$ cat src/rtl/spi_rx_pkg.sv
// spi_rx_pkg: types and constants shared by the SPI MISO deserializer.
//   frame_state_e - frame FSM states (IDLE: cs high, ACTIVE: cs low)
//   SPI_CMD_*     - sensor command opcodes for the frames being watched
//   lvl_w()       - width of a FIFO occupancy count for a given depth
package spi_rx_pkg;

  typedef enum logic {
    IDLE   = 1'b0,
    ACTIVE = 1'b1
  } frame_state_e;

  localparam logic [7:0] SPI_CMD_READ  = 8'h0B;
  localparam logic [7:0] SPI_CMD_WRITE = 8'h0A;

  // Occupancy runs 0..depth inclusive, so one bit more than the pointer.
  function automatic int lvl_w(input int depth);
    return $clog2(depth) + 1;
  endfunction

endpackage

$ cat src/rtl/spi_rx_fifo.sv
// spi_rx_fifo: first-word-fall-through byte FIFO with registered head.
//   clk, rst          - system clock, async active-high reset
//   push, push_data   - write request and byte
//   pop_req           - downstream ready; pops only while head_valid
//   head_data/valid   - registered head entry and its valid flag
//   full, empty       - occupancy flags
//   level             - current occupancy
//   drop              - one-cycle pulse when a push is lost to a full FIFO
// DEPTH must be a power of two (pointers wrap by natural overflow).
module spi_rx_fifo import spi_rx_pkg::*; #(
  parameter  int DEPTH = 4,
  localparam int LW    = lvl_w(DEPTH),
  localparam int AW    = $clog2(DEPTH)
) (
  input  logic          clk,
  input  logic          rst,
  input  logic          push,
  input  logic [7:0]    push_data,
  input  logic          pop_req,
  output logic [7:0]    head_data,
  output logic          head_valid,
  output logic          full,
  output logic          empty,
  output logic [LW-1:0] level,
  output logic          drop
);

  logic [7:0]    mem_q [DEPTH];
  logic [7:0]    mem_d [DEPTH];
  logic [AW-1:0] wr_ptr_q, wr_ptr_d, rd_ptr_q, rd_ptr_d;
  logic [LW-1:0] level_q, level_d, lvl_after_pop;
  logic [7:0]    head_data_q, head_data_d;
  logic          head_valid_q, head_valid_d;
  logic          pop, accept;

  always_comb begin
    full     = (level_q == LW'(DEPTH));
    empty    = (level_q == '0);
    pop      = pop_req & head_valid_q & ~empty;
    // A pop in the same cycle frees the slot the push needs.
    accept   = push & (~full | pop);
    drop     = push & full & ~pop;
    mem_d    = mem_q;
    wr_ptr_d = wr_ptr_q;
    rd_ptr_d = rd_ptr_q;
    if (accept) begin
      mem_d[wr_ptr_q] = push_data;
      wr_ptr_d        = wr_ptr_q + AW'(1);
    end
    if (pop) rd_ptr_d = rd_ptr_q + AW'(1);
    level_d = level_q + LW'(accept) - LW'(pop);
    // Head register looks only at entries already stored, so a fresh push
    // shows up at the output one cycle after it lands.
    lvl_after_pop = level_q - LW'(pop);
    head_valid_d  = (lvl_after_pop != '0);
    head_data_d   = head_valid_d ? mem_q[rd_ptr_d] : head_data_q;
  end

  always_ff @(posedge clk or posedge rst) begin
    if (rst) begin
      for (int i = 0; i < DEPTH; i++) mem_q[i] <= '0;
      wr_ptr_q     <= '0;
      rd_ptr_q     <= '0;
      level_q      <= '0;
      head_data_q  <= '0;
      head_valid_q <= 1'b0;
    end else begin
      mem_q        <= mem_d;
      wr_ptr_q     <= wr_ptr_d;
      rd_ptr_q     <= rd_ptr_d;
      level_q      <= level_d;
      head_data_q  <= head_data_d;
      head_valid_q <= head_valid_d;
    end
  end

  assign head_data  = head_data_q;
  assign head_valid = head_valid_q;
  assign level      = level_q;

endmodule

$ cat src/rtl/spi_miso_deser.sv
// spi_miso_deser: passive SPI mode-0 receive deserializer.
//   clk, rst      - 100 MHz system clock, async active-high reset
//   sclk, cs, miso- SPI pins, oversampled as data
//   rx_en         - bytes are pushed only while high
//   rx_data/valid/ready, fifo_level - FWFT payload FIFO interface
//   frame_done    - pulse when a frame ends (cs rises)
//   frag_err      - pulse when a frame ends mid-byte
//   overflow      - sticky, a payload byte was lost to a full FIFO
// Optional: define SPI_RX_WORD_EN to add word_data/word_valid, pairing
// payload bytes little-endian into 16-bit words.
module spi_miso_deser import spi_rx_pkg::*; #(
  parameter  int SKIP_BYTES      = 2,
  parameter  int FIFO_DEPTH      = 4,
  parameter  int MAX_FRAME_BYTES = 7,
  localparam int LW              = lvl_w(FIFO_DEPTH),
  localparam int BW              = $clog2(MAX_FRAME_BYTES + 1)
) (
  input  logic          clk,
  input  logic          rst,
  input  logic          sclk,
  input  logic          cs,
  input  logic          miso,
  input  logic          rx_en,
  output logic [7:0]    rx_data,
  output logic          rx_valid,
  input  logic          rx_ready,
  output logic [LW-1:0] fifo_level,
  output logic          frame_done,
  output logic          frag_err,
`ifdef SPI_RX_WORD_EN
  output logic [15:0]   word_data,
  output logic          word_valid,
`endif
  output logic          overflow
);

  logic         sclk_q1, sclk_q2, cs_q1, cs_q2, miso_q1;
  logic         smp_vld_q, armed_q, armed_d;
  frame_state_e state_q, state_d;
  logic [2:0]   bit_cnt_q, bit_cnt_d;
  logic [BW-1:0] byte_cnt_q, byte_cnt_d;
  logic [7:0]   shift_q, shift_d;
  logic         frame_done_q, frame_done_d, frag_err_q, frag_err_d;
  logic         overflow_q, overflow_d;
  logic         rise, cs_fall, cs_rise, start, push, fifo_drop;
  logic         fifo_full, fifo_empty;

  always_comb begin
    rise    = sclk_q1 & ~sclk_q2;
    // cs held low across reset release must not look like a new frame, so
    // a fall only counts once cs has really been sampled high.
    cs_fall = ~cs_q1 & cs_q2 & armed_q;
    cs_rise = cs_q1 & ~cs_q2;
    armed_d = armed_q | (cs_q1 & smp_vld_q);

    state_d      = state_q;
    bit_cnt_d    = bit_cnt_q;
    byte_cnt_d   = byte_cnt_q;
    shift_d      = shift_q;
    frame_done_d = 1'b0;
    frag_err_d   = 1'b0;
    push         = 1'b0;
    start        = 1'b0;

    case (state_q)
      IDLE: begin
        // A coincident sclk rise is dropped: the frame starts clean.
        if (cs_fall) begin
          state_d    = ACTIVE;
          start      = 1'b1;
          bit_cnt_d  = '0;
          byte_cnt_d = '0;
          shift_d    = '0;
        end
      end
      ACTIVE: begin
        if (cs_rise) begin
          state_d      = IDLE;
          frame_done_d = 1'b1;
          frag_err_d   = (bit_cnt_q != 3'd0);
        end else if (rise) begin
          shift_d   = {shift_q[6:0], miso_q1};
          bit_cnt_d = bit_cnt_q + 3'd1;
          if (bit_cnt_q == 3'd7) begin
            if (int'(byte_cnt_q) < MAX_FRAME_BYTES) byte_cnt_d = byte_cnt_q + BW'(1);
            push = rx_en & (int'(byte_cnt_q) >= SKIP_BYTES);
          end
        end
      end
      default: state_d = IDLE;
    endcase

    overflow_d = overflow_q | fifo_drop;
  end

  always_ff @(posedge clk or posedge rst) begin
    if (rst) begin
      sclk_q1      <= 1'b0;
      sclk_q2      <= 1'b0;
      cs_q1        <= 1'b1;
      cs_q2        <= 1'b1;
      miso_q1      <= 1'b0;
      smp_vld_q    <= 1'b0;
      armed_q      <= 1'b0;
      state_q      <= IDLE;
      bit_cnt_q    <= '0;
      byte_cnt_q   <= '0;
      shift_q      <= '0;
      frame_done_q <= 1'b0;
      frag_err_q   <= 1'b0;
      overflow_q   <= 1'b0;
    end else begin
      sclk_q1      <= sclk;
      sclk_q2      <= sclk_q1;
      cs_q1        <= cs;
      cs_q2        <= cs_q1;
      miso_q1      <= miso;
      smp_vld_q    <= 1'b1;
      armed_q      <= armed_d;
      state_q      <= state_d;
      bit_cnt_q    <= bit_cnt_d;
      byte_cnt_q   <= byte_cnt_d;
      shift_q      <= shift_d;
      frame_done_q <= frame_done_d;
      frag_err_q   <= frag_err_d;
      overflow_q   <= overflow_d;
    end
  end

  spi_rx_fifo #(.DEPTH(FIFO_DEPTH)) u_fifo (
    .clk       (clk),
    .rst       (rst),
    .push      (push),
    .push_data (shift_d),
    .pop_req   (rx_ready),
    .head_data (rx_data),
    .head_valid(rx_valid),
    .full      (fifo_full),
    .empty     (fifo_empty),
    .level     (fifo_level),
    .drop      (fifo_drop)
  );

  assign frame_done = frame_done_q;
  assign frag_err   = frag_err_q;
  assign overflow   = overflow_q;

`ifdef SPI_RX_WORD_EN
  // Pairing follows push requests, so a byte dropped by a full FIFO still
  // keeps the word phase aligned with the sensor's byte stream.
  logic        phase_q, phase_d, word_valid_q, word_valid_d;
  logic [7:0]  lo_q, lo_d;
  logic [15:0] word_q, word_d;

  always_comb begin
    phase_d      = phase_q;
    lo_d         = lo_q;
    word_d       = word_q;
    word_valid_d = 1'b0;
    if (start) begin
      phase_d = 1'b0;
    end else if (push) begin
      if (!phase_q) begin
        lo_d    = shift_d;
        phase_d = 1'b1;
      end else begin
        word_d       = {shift_d, lo_q};
        word_valid_d = 1'b1;
        phase_d      = 1'b0;
      end
    end
  end

  always_ff @(posedge clk or posedge rst) begin
    if (rst) begin
      phase_q      <= 1'b0;
      lo_q         <= '0;
      word_q       <= '0;
      word_valid_q <= 1'b0;
    end else begin
      phase_q      <= phase_d;
      lo_q         <= lo_d;
      word_q       <= word_d;
      word_valid_q <= word_valid_d;
    end
  end

  assign word_data  = word_q;
  assign word_valid = word_valid_q;
`endif

endmodule
$ cat config.mk
export PLATFORM = sky130hd
export DESIGN_NAME = spi_miso_deser
export DESIGN_NICKNAME = d
export VERILOG_FILES = /design/src/rtl/spi_rx_pkg.sv /design/src/rtl/spi_rx_fifo.sv /design/src/rtl/spi_miso_deser.sv
export SDC_FILE = /design/constraint.sdc
export NUM_CORES = 1
export LEC_CHECK = 0
export ABC_CLOCK_PERIOD_IN_PS = 2700
export CAP_MARGIN = 30
export CORE_ASPECT_RATIO = 1.1
export CORE_MARGIN = 2
export CORE_UTILIZATION = 53
export DETAILED_ROUTE_END_ITERATION = 16
export PLACE_DENSITY = 0.76
export SETUP_SLACK_MARGIN = 0.02
export SLEW_MARGIN = 20
export SYNTH_ARGS = -nofsm -noshare
export SYNTH_HDL_FRONTEND = slang
export SYNTH_SLANG_ARGS = --single-unit
$ cat constraint.sdc
create_clock -name clk -period 2.7 [get_ports clk]
set_input_delay 0.54 -clock clk [delete_from_list [all_inputs] [get_ports clk]]
set_output_delay 0.54 -clock clk [all_outputs]
set_load 0.05 [all_outputs]
==> Yosys cells after proc, flatten, opt, wreduce, memory -nomap -nowiden <==
Cells that the tools add are included.
{ "op_classes": {"bitwise": 23, "addsub": 7, "magnitude_cmp": 5, "n_mux": 31, "n_eq_ne": 7, "reduce_logical": 6} }
{ "ops": {"columns": ["cell", "n"], "rows": [
  ["8-bit 2-to-1 mux", 6],
  ["32-bit bitwise mux", 1],
  ["3-bit 2-to-1 mux", 7],
  ["8-bit binary-select mux with 2-bit select", 1],
  ["8-bit demux with 2-bit select", 1],
  ["8-bit case mux with 2 select lines", 1],
  ["3-bit case mux with 2 select lines", 2],
  ["1-bit AND", 11],
  ["1-bit 2-to-1 mux", 10],
  ["1-bit inverter", 7],
  ["3-bit by 1-bit adder with 3-bit output, second input constant", 2],
  ["3-bit == test, second input constant", 2],
  ["3-bit greater-or-equal comparator, second input constant", 2],
  ["2-bit by 1-bit != test with 1-bit output, second input constant", 3],
  ["2-bit inverter with 3-bit output", 2],
  ["3-bit nonzero test", 2],
  ["3-bit by 1-bit subtractor with 3-bit output", 2],
  ["5-bit AND reduction", 1],
  ["2-bit by 1-bit adder with 2-bit output, second input constant", 2],
  ["2-bit != test, second input constant", 2],
  ["3-bit by 1-bit adder with 3-bit output", 1],
  ["3-bit by 2-bit greater-or-equal comparator with 1-bit output, second input constant", 1],
  ["3-bit logical NOT", 1],
  ["3-bit by 1-bit less-than comparator with 1-bit output, second input constant", 1],
  ["other kinds (6)", 8]
]} }
{ "totals": {"ff_bits": 73, "in_bits": 7, "elab_cells": 102} }

==> Longest topological paths before layout <==
Gate-level depths: netlist of run 1.
{ "logic_depth": {"ltp_word": 9, "ltp_mapped": 12, "ltp_nobuf": 8} }

==> Modules after synthesis <==
Synthesis of run 1 repeated with hierarchy kept, for this count alone.
{ "unflattened": {"hier_cells": 245, "area_unflattened_um2": 3249.4} }
{ "modules_own_cells": {"columns": ["module", "seq_area_each_um2", "area_each_um2", "cells_each", "instances"], "rows": [
  ["spi_rx_fifo", 1201.2, 2244.7, 169, 1],
  ["spi_miso_deser", 628.1, 1004.7, 76, 1]
]} }

==> Worst setup path after synthesis of run 1 <==
No wires, ideal clock.
{ "synth_path": {"path_kind": "register to register", "start": "reg u_fifo.level_q[2] (netlist: u_fifo.level[2])", "end": "reg u_fifo.head_data_q[3] (netlist: u_fifo.head_data[3])", "n_path_buf": 4, "stages_incl_launch_ff": 13, "path_slack_ns": -0.195, "synth_period_minus_slack_ns": 2.895, "arrival_time_ns": 2.759, "cell_sequence": "dfrtp_1 buf_2 o311ai_4 inv_1 buf_6 ha_1 inv_1 ha_1 or3_1 clkbuf_1 clkbuf_1 nor2_1 a21oi_1"} }
{ "synth_via": {"elab_cells_between_ends": 10, "cone_classes": "add/sub: 1; mux: 4; bitwise: 3; reduce/logical: 2"} }
{ "synth_lines": {"columns": ["item", "line_no", "rtl"], "rows": [
  ["start, declared", "spi_rx_fifo.sv:31", "logic [LW-1:0] level_q, level_d, lvl_after_pop;"],
  ["start signal, assigned", "spi_rx_fifo.sv:71", "level_q <= level_d;"],
  ["3-bit logical NOT", "spi_rx_fifo.sv:38", "empty = (level_q == '0);"],
  ["1-bit inverter", "spi_rx_fifo.sv:39", "pop = pop_req & head_valid_q & ~empty;"],
  ["1-bit AND", "spi_rx_fifo.sv:39", null],
  ["3-bit by 1-bit subtractor with 3-bit output (*)", "spi_rx_fifo.sv:54", "lvl_after_pop = level_q - LW'(pop);"],
  ["3-bit nonzero test (*)", "spi_rx_fifo.sv:55", "head_valid_d = (lvl_after_pop != '0);"],
  ["net u_fifo.head_valid_d", "spi_rx_fifo.sv:33", "logic head_valid_q, head_valid_d;"],
  ["end signal, assigned", "spi_rx_fifo.sv:72", "head_data_q <= head_data_d;"],
  ["end, declared", "spi_rx_fifo.sv:32", "logic [7:0] head_data_q, head_data_d;"]
]} }
The timed path passes the listed nets; every way through them passes the cells marked *. The select of a mux whose other input is x is not followed.
A chain may end at the register's enable or synchronous reset.

==> Final worst setup path of run 1 <==
{ "layout_path": {"start": "reg byte_cnt_q[0]", "end": "reg u_fifo.level_q[2] (netlist: u_fifo.level[2])"} }
{ "layout_via": {"elab_chain_len": 9} }
{ "layout_rtl": {"columns": ["item", "line_no", "rtl"], "rows": [
  ["start, declared", "spi_miso_deser.sv:41", "logic [BW-1:0] byte_cnt_q, byte_cnt_d;"],
  ["start signal, assigned", "spi_miso_deser.sv:122", "byte_cnt_q <= byte_cnt_d;"],
  ["3-bit by 2-bit greater-or-equal comparator with 1-bit output", "spi_miso_deser.sv:86", "push = rx_en & (int'(byte_cnt_q) >= SKIP_BYTES);"],
  ["1-bit AND", "spi_miso_deser.sv:86", null],
  ["1-bit 2-to-1 mux", "spi_miso_deser.sv:84", "if (bit_cnt_q == 3'd7) begin"],
  ["1-bit 2-to-1 mux", "spi_miso_deser.sv:81", "end else if (rise) begin"],
  ["1-bit 2-to-1 mux", "spi_miso_deser.sv:77", "if (cs_rise) begin"],
  ["1-bit 2-to-1 mux", "spi_miso_deser.sv:65", "case (state_q)"],
  ["1-bit AND", "spi_rx_fifo.sv:41", "accept = push & (~full | pop);"],
  ["net u_fifo.accept", "spi_rx_fifo.sv:34", "logic pop, accept;"],
  ["3-bit by 1-bit adder with 3-bit output", "spi_rx_fifo.sv:51", "level_d = level_q + LW'(accept) - LW'(pop);"],
  ["3-bit by 1-bit subtractor with 3-bit output", "spi_rx_fifo.sv:51", null],
  ["net u_fifo.level_d[2]", "spi_rx_fifo.sv:31", null]
]} }
The timed path passes the listed nets, and every way through them passes these cells.

==> summary.txt, run 1 <==
Route
  • Total length of routed wires: 6100 um
  • Number of remaining DRC errors: 0
  • Pre-Repair DR Iteration Count: 4
  • Initial drt markers: 161
  • DR vias: 2,100
  • Via/cell ratio: 5.630
  • Antenna Nets Post-Route: 0
  • DR WL/cell: 16.35 um

Floorplan
  • Initial Utilization: 0.5421
  • Rows: 30
  • Chip width: 79.43 um
  • Core Area: 6118 um2
  • Die H: 86.97 um
  • Io pins: 22
  • Die area: 6908 um2

Logic synthesis
  • XOR/XNOR Fraction of Synth Area: 0.01584
  • Synthesized area per cell: 12.96 um2
  • Synth Warn #: 0
  • Register area share after synthesis: 0.5515
  • Mux contribution to synthesized area: 0.1445
  • Mapped Cells: 256
  • Most used DFF post-synth: dfrtp_1
  • Synth Area in Adders: 0.05507
  • Asr flop ratio synth: 1.000
  • Synth Area in Simple Gates: 0.08902
  • Synthesized cell area: 3317 um2
  • Distinct cells, synth: 45
  • #FFs+latches synth: 73
  • Largest family of logic cells by synthesized area: multiplexers
  • Compound-cell area share of the yosys netlist: 0.1113
  • EDFF count, synth: 0
  • Mapped Nets: 277

Timing
  • Final setup vio count: 0
  • Worst slew margin: 0.5134
  • Final Slew Violations: 0
  • Fin. Hold Viols: 0
  • RSZ-0062 raised after global routing: no
  • Maximum clock frequency: 0.4298 GHz
  • Setup TNS after final layout: 0 ps
  • Period minus WS final: 2327 ps
  • Clk_skew: 8.957 ps
  • Worst Tran Pin Value: 730.0 ps
  • Final Cycle Share: 0.8618

Clock network
  • Number of buffers added for setup after CTS: 0
  • CTS Buffer Depth: 2
  • Clk_lat worst skew: 350 ps
  • Sink Count: 73
  • CTS Buf Count: 9
  • Clock transition at the registers of the reported paths: 80 ps
  • Hold buffer count at CTS: 0
  • Cts repair resizes: 0
  • H-tree depth: 3
  • CTS tree: done
  • Root Driver: clkbuf_8

Placement
  • Post-DP HPWL: 4148 um
  • Post-Place Cells: 357
  • I/O Buffers: 21
  • Placed cell area: 3680 um2
  • Routability cong.: 0.7658

Final layout
  • Design area: 3923 um2
  • Fillers: 487
  • Final cell count without fillers: 373
  • Nets: 309
  • N_diodes: 0
  • Share of cells above drive strength 1: 0.2799
  • Fin util: 0.6411
  • Area Overhead vs Synth: 18.26%

Critical path
  • Reg2Reg Launch Point: byte_cnt_q[0]
  • Slowest stage cell, crit path: dfrtp_1
  • CP startpoint kind: register
  • Max incr delay on CP: 410 ps
  • CP required: 2950 ps
  • Worst-path maximum fanout: 7
  • Worst reg-to-reg path cell count: 9
  • Critical Path End Type: register
  • Worst path cell trace: inv_1, ha_1, o311ai_1, nor4b_4, buf_12, and2_1, ha_1, fa_1, xnor2_1
  • CP most frequent cell: ha_1
  • WS Path Type: register to register
  • Arrival @ worst endpoint: 2570 ps
  • FF-to-FF setup slack: 370 ps
  • RR Endpoint: u_fifo.level[2]

GRT
  • First-pass GRT wire length: 10,340 um
  • Total GRT Usage: 0.1999
  • Vias in the first global route: 2,076
  • Grt ovf: 0
  • Initial antenna violation count: 0
  • Largest net degree at the start of global routing: 74

Pwr
  • Pwr dens: 860.3 nW/um2
  • Reported leakage power: 1.865 nW
  • Maximum VDD drop: 0.5755 mV

Status
  • Status: finished clean

Min path
  • Hold Path Stages: 0
  • Hold WC Path Type: register to register
  • Hold EP: sclk_q2
  • Worst Hold Launch: sclk_q1

Run
  • # Max-Cap Violations: 0
==> placed cells by master, fill, tap and decap left out, types with 4 or more instances in the layout <==
| cell | count |
|---|---|
| buf_4 | 7 |
| ha_1 | 12 |
| nor2_1 | 12 |
| a21oi_1 | 9 |
| clkdlybuf4s50_1 | 21 |
| nand3_1 | 6 |
| and3_1 | 4 |
| o21ai_0 | 4 |
| nand2_1 | 4 |
| dfrtp_1 | 69 |
| mux2i_1 | 4 |
| clkbuf_8 | 9 |
| nor2b_1 | 5 |
| xnor2_1 | 4 |
| inv_1 | 13 |
| a22o_1 | 10 |
| nand3_2 | 4 |
| mux2_2 | 39 |
| a222oi_1 | 4 |
==> Yosys cell counts, types with 2 or more instances <==
| cell | count | area share |
|---|---|---|
| inv_1 | 16 | 0.018 |
| a31oi_1 | 3 | 0.0057 |
| buf_2 | 3 | 0.0045 |
| a222oi_1 | 4 | 0.012 |
| nor3_1 | 2 | 0.0030 |
| nor2b_1 | 5 | 0.0094 |
| ha_1 | 13 | 0.049 |
| dfstp_2 | 2 | 0.016 |
| nand3b_1 | 3 | 0.0068 |
| and3_1 | 4 | 0.0075 |
| a22o_1 | 10 | 0.026 |
| nor2_1 | 12 | 0.014 |
| nand3_2 | 4 | 0.012 |
| clkbuf_1 | 5 | 0.0057 |
| xnor2_1 | 4 | 0.011 |
| mux2_2 | 39 | 0.13 |
| o21ai_0 | 4 | 0.0060 |
| o41ai_1 | 2 | 0.0053 |
| dfrtp_1 | 71 | 0.54 |
| nand3_1 | 6 | 0.0091 |
| xor2_1 | 2 | 0.0053 |
| nand2_1 | 4 | 0.0045 |
| a311oi_1 | 3 | 0.0079 |
| a32oi_1 | 3 | 0.0079 |
| a21oi_1 | 9 | 0.014 |
| mux2i_1 | 4 | 0.012 |
==> final cells by class <==
cell class,count,area [um2],share of cell area
timing repair buffer,30,302.8,0.07719
sequential,73,1832,0.4670
inverter,16,60.06,0.01531
multi-input combinational,158,1385,0.3531
tap,80,100.1,0.02552
clock buffer,9,123.9,0.03158
clock inverter,7,118.9,0.03030
==> per-stage QoR <==
step	power [mW]	hold slack, ps	setup slack, ps
after detailed placement	2.371	362.1	91.54
after global placement	2.351	357.0	95.00
after global routing	3.554	387.0	260.7
after floorplan	2.109	346.5	36.90
after CTS	3.392	380.2	360.0
final	3.375	374.9	373.1
==> routing by layer <==
| layer | vias up | GRT usage | wire length [um] |
|---|---|---|---|
| met3 | 6 | 0.06120 | 217 |
| li1 | 997 | - | - |
| met1 | 1063 | 0.2778 | 2855 |
| met4 | 0 | 0.07994 | 63 |
| met5 | - | 0 | 0 |
| met2 | 34 | 0.2941 | 2964 |
==> worst max-delay path by stage <==
stage	from	end	slack (ps)	cells past startpoint
2_1_floorplan	u_fifo.level[2]	u_fifo.head_data[3]	40	12
3_3_place_gp	rx_en	u_fifo.level[1]	90	7
3_5_place_dp	rx_ready	u_fifo.head_data[5]	90	10
4_1_cts	byte_cnt_q[0]	u_fifo.level[2]	360	9
5_1_grt	byte_cnt_q[0]	u_fifo.level[2]	260	9
6_report	byte_cnt_q[0]	u_fifo.level[2]	370	9
==> critical path: cells and delay by family (launching register included) <==
kind / cells / cell delay (ps)
fa+ha+maj: 3 / 780
compound gates: 1 / 370
buf+inv: 2 / 230
simple gates: 2 / 300
flops: 1 / 410
xor+xnor: 1 / 130
==> where the power goes <==
group | leakage (nW) | switching, mW | total, mW | internal (mW)
Combinational | 0.790 | 0.574 | 0.966 | 0.392
Clock | 0.115 | 0.419 | 1.03 | 0.613
Sequential | 0.959 | 0.172 | 1.38 | 1.20
==> registers in the layout (all words and copies together), names as in the netlist <==
signal / cells
shift_q: 8
u_fifo.head_data: 8
u_fifo.head_valid: 1
overflow: 1
u_fifo.wr_ptr_q: 2
cs_q2: 1
armed_q: 1
sclk_q2: 1
u_fifo.rd_ptr_q: 2
u_fifo.level: 3
byte_cnt_q: 3
cs_q1: 1
bit_cnt_q: 3
sclk_q1: 1
state_q: 1
miso_q1: 1
smp_vld_q: 1
u_fifo.mem_q: 32
frame_done: 1
frag_err: 1
==> cell families (layout without fill, tap and decap cells) <==
family                     Yosys count  in the layout
adders and majority gates           14             14
muxes                               43             43
AOI/OAI and AO/OA                   46             46
and+or+nand+nor                     48             48
other                                1              1
buffers and inverters               25             62
DFF                                 73             73
xor gates and xnor gates             6              6
Note: power is estimated with default switching activity, not from simulation.
==> run 2, diff against run 1 <==
--- a/config.mk
+++ b/config.mk
@@ -7,9 +7,9 @@
 export LEC_CHECK = 0
 export ABC_CLOCK_PERIOD_IN_PS = 2700
 export CAP_MARGIN = 30
-export CORE_ASPECT_RATIO = 1.1
 export CORE_MARGIN = 2
 export CORE_UTILIZATION = 53
+export CTS_CLUSTER_DIAMETER = 200
 export DETAILED_ROUTE_END_ITERATION = 16
 export PLACE_DENSITY = 0.76
 export SETUP_SLACK_MARGIN = 0.02
==> summary.txt, run 2 (synthesized netlist as in run 1, its figures left out) <==
Final layout
  • Share of cells above drive strength 1: 0.2730 (was 0.2799)
  • N_diodes: 0 (unchanged)
  • Fillers: 448 (was 487)
  • Nets: 310 (was 309)
  • Largest register FFs: 32 (unchanged)
  • Most flop-heavy register: u_fifo.mem_q (unchanged)
  • Commonest non-fill, non-tap cell in the layout: dfrtp_1 (unchanged)
  • Final cell count without fillers: 368 (was 373)
  • Most frequent cells in the layout: dfrtp_1 (69), mux2_2 (39), clkdlybuf4s50_1 (21) (unchanged)
  • Area Overhead vs Synth: 16.52% (was 18.26%)

Timing
  • Final setup vio count: 0 (unchanged)
  • Clk_skew: 12.35 ps (was 8.957 ps)
  • RSZ-0062 raised after global routing: no (unchanged)
  • Worst Tran Pin Value: 742.4 ps (was 730.0 ps)
  • Setup TNS after final layout: 0 ps (unchanged)
  • Final worst slack: 391.3 ps (was 373.1 ps)
  • Final Slew Violations: 0 (unchanged)
  • Fin. Hold Viols: 0 (unchanged)
  • Period minus WS final: 2309 ps (was 2327 ps)
  • Maximum clock frequency: 0.4332 GHz (was 0.4298 GHz)
  • Worst slew margin: 0.5051 (was 0.5134)
  • WHS: 372.9 ps (was 374.9 ps)
  • Final Cycle Share: 0.8551 (was 0.8618)

Route
  • DR WL/cell: 17.47 um (was 16.35 um)
  • Pre-Repair DR Iteration Count: 5 (was 4)
  • Antenna Nets Post-Route: 0 (unchanged)
  • DR vias: 2,153 (was 2,100)
  • Via/cell ratio: 5.851 (was 5.630)
  • Total length of routed wires: 6430 um (was 6100 um)
  • Initial drt markers: 126 (was 161)
  • Number of remaining DRC errors: 0 (unchanged)

Critical path
  • Max incr delay on CP: 440 ps (was 410 ps)
  • CP required: 2940 ps (was 2950 ps)
  • WS Path Type: register to register (unchanged)
  • Arrival @ worst endpoint: 2550 ps (was 2570 ps)
  • Worst path cell trace: inv_1, ha_1, o311ai_1, nor4b_4, and2_1, ha_1, fa_1, xnor2_1 (was inv_1, ha_1, o311ai_1, nor4b_4, buf_12, and2_1, ha_1, fa_1, xnor2_1)
  • Family with the most delay on the worst path: adder cells (unchanged)
  • Critical Path End Type: register (unchanged)
  • CP startpoint kind: register (unchanged)
  • Worst-path maximum fanout: 5 (was 7)
  • CP most frequent cell: ha_1 (unchanged)
  • Worst path bufs/invs: 1 (was 2)
  • RR Endpoint: u_fifo.level[2] (unchanged)
  • FF-to-FF setup slack: 390 ps (was 370 ps)
  • Slowest stage cell, crit path: o311ai_1 (was dfrtp_1)
  • Worst reg-to-reg path cell count: 8 (was 9)
  • Reg2Reg Launch Point: byte_cnt_q[0] (unchanged)

Clock network
  • Sink Count: 73 (unchanged)
  • Number of buffers added for setup after CTS: 0 (unchanged)
  • CTS tree: done (unchanged)
  • Clk_lat worst skew: 350 ps (about the same)
  • Root Driver: clkbuf_8 (unchanged)
  • CTS Buf Count: 9 (unchanged)
  • Cts repair resizes: 0 (unchanged)
  • CTS Buffer Depth: 2 (unchanged)
  • Hold buffer count at CTS: 0 (unchanged)
  • Clock transition at the registers of the reported paths: 80 ps (about the same)
  • H-tree depth: 3 (unchanged)

Pwr
  • Maximum VDD drop: 0.6274 mV (was 0.5755 mV)
  • Pwr dens: 834.9 nW/um2 (was 860.3 nW/um2)
  • Reported leakage power: 1.848 nW (was 1.865 nW)

GRT
  • Vias in the first global route: 2,247 (was 2,076)
  • Largest net degree at the start of global routing: 40 (was 74)
  • Initial antenna violation count: 0 (unchanged)
  • Grt ovf: 0 (unchanged)
  • First-pass GRT wire length: 10,720 um (was 10,340 um)
  • Total GRT Usage: 0.1992 (was 0.1999)

Min path
  • Hold WC Path Type: register to register (unchanged)
  • Hold Path Stages: 0 (unchanged)
  • Worst Hold Launch: sclk_q1 (unchanged)
  • Hold EP: sclk_q2 (unchanged)

Placement
  • Routability cong.: 0.8009 (was 0.7658)
  • Post-DP HPWL: 4360 um (was 4148 um)
  • Pre-CTS setup slack: 30.33 ps (was 91.54 ps)
  • Post-Place Cells: 353 (was 357)
  • I/O Buffers: 21 (unchanged)

Floorplan
  • Die H: 83.11 um (was 86.97 um)
  • Initial Utilization: 0.5537 (was 0.5421)
  • Die area: 6907 um2 (was 6908 um2)
  • Chip width: 83.11 um (was 79.43 um)
  • Rows: 28 (was 30)
  • Io pins: 22 (unchanged)
  • Core Area: 5991 um2 (was 6118 um2)

Status
  • Status: finished clean (unchanged)

Run
  • # Max-Cap Violations: 0 (unchanged)
==> run 2: changes by cell type in the layout (fill, tap and decap cells not counted) <==
| cell | previous run | this run |
|---|---|---|
| buf_12 | 2 | 1 |
| buf_4 | 7 | 9 |
| bufinv_16 | 3 | 1 |
| clkbuf_1 | 0 | 2 |
| clkbuf_8 | 9 | 11 |
| clkinv_2 | 1 | 0 |
| clkinv_4 | 1 | 0 |
| clkinvlp_4 | 2 | 1 |
==> run 2: final cells by class <==
class / instances / area [um2] / area share
clock buffer: 13 / 158.9 / 0.04111
clock inverter: 2 / 37.54 / 0.009712
inverter: 16 / 60.06 / 0.01554
multi-input combinational: 158 / 1385 / 0.3584
sequential: 73 / 1832 / 0.4739
tap: 75 / 93.84 / 0.02428
timing repair buffer: 31 / 297.8 / 0.07705
==> run 2: worst max path at each step <==
| stage | end | slack [ps] | start | cells past startpoint |
|---|---|---|---|---|
| 6_report | u_fifo.level[2] | 390 | byte_cnt_q[0] | 8 |
| 5_1_grt | u_fifo.level[2] | 270 | byte_cnt_q[0] | 8 |
| 4_1_cts | u_fifo.level[2] | 390 | byte_cnt_q[0] | 8 |
| 3_5_place_dp | u_fifo.head_data[6] | 30 | rx_ready | 10 |
| 3_3_place_gp | u_fifo.head_data[1] | 100 | rx_ready | 10 |
| 2_1_floorplan | u_fifo.head_data[3] | 40 | u_fifo.level[2] | 12 |
==> run 2: power breakdown <==
| group | switching (mW) | internal [mW] | total [mW] |
|---|---|---|---|
| Clock | 0.393 | 0.473 | 0.866 |
| Sequential | 0.176 | 1.20 | 1.38 |
| Combinational | 0.586 | 0.394 | 0.981 |
| Total | 1.15 | 2.07 | 3.23 |
==> run 2: through the flow <==
stage	instance area, um2	util	power [mW]
CTS	3865	0.6452	3.250
detailed placement	3669	0.6124	2.384
global route	3865	0.6452	3.401
global placement	3669	0.6124	2.349
finish	3865	0.6452	3.227
floorplan	3348	-	2.109
==> run 2: layer usage <==
| metal | vias to the layer above | GRT usage | wire length, um |
|---|---|---|---|
| li1 | 997 | - | - |
| met2 | 47 | 0.3116 | 3087 |
| met3 | 6 | 0.05268 | 305 |
| met1 | 1103 | 0.2694 | 2960 |
| met4 | 0 | 0.07154 | 77 |
| met5 | - | 0 | 0 |
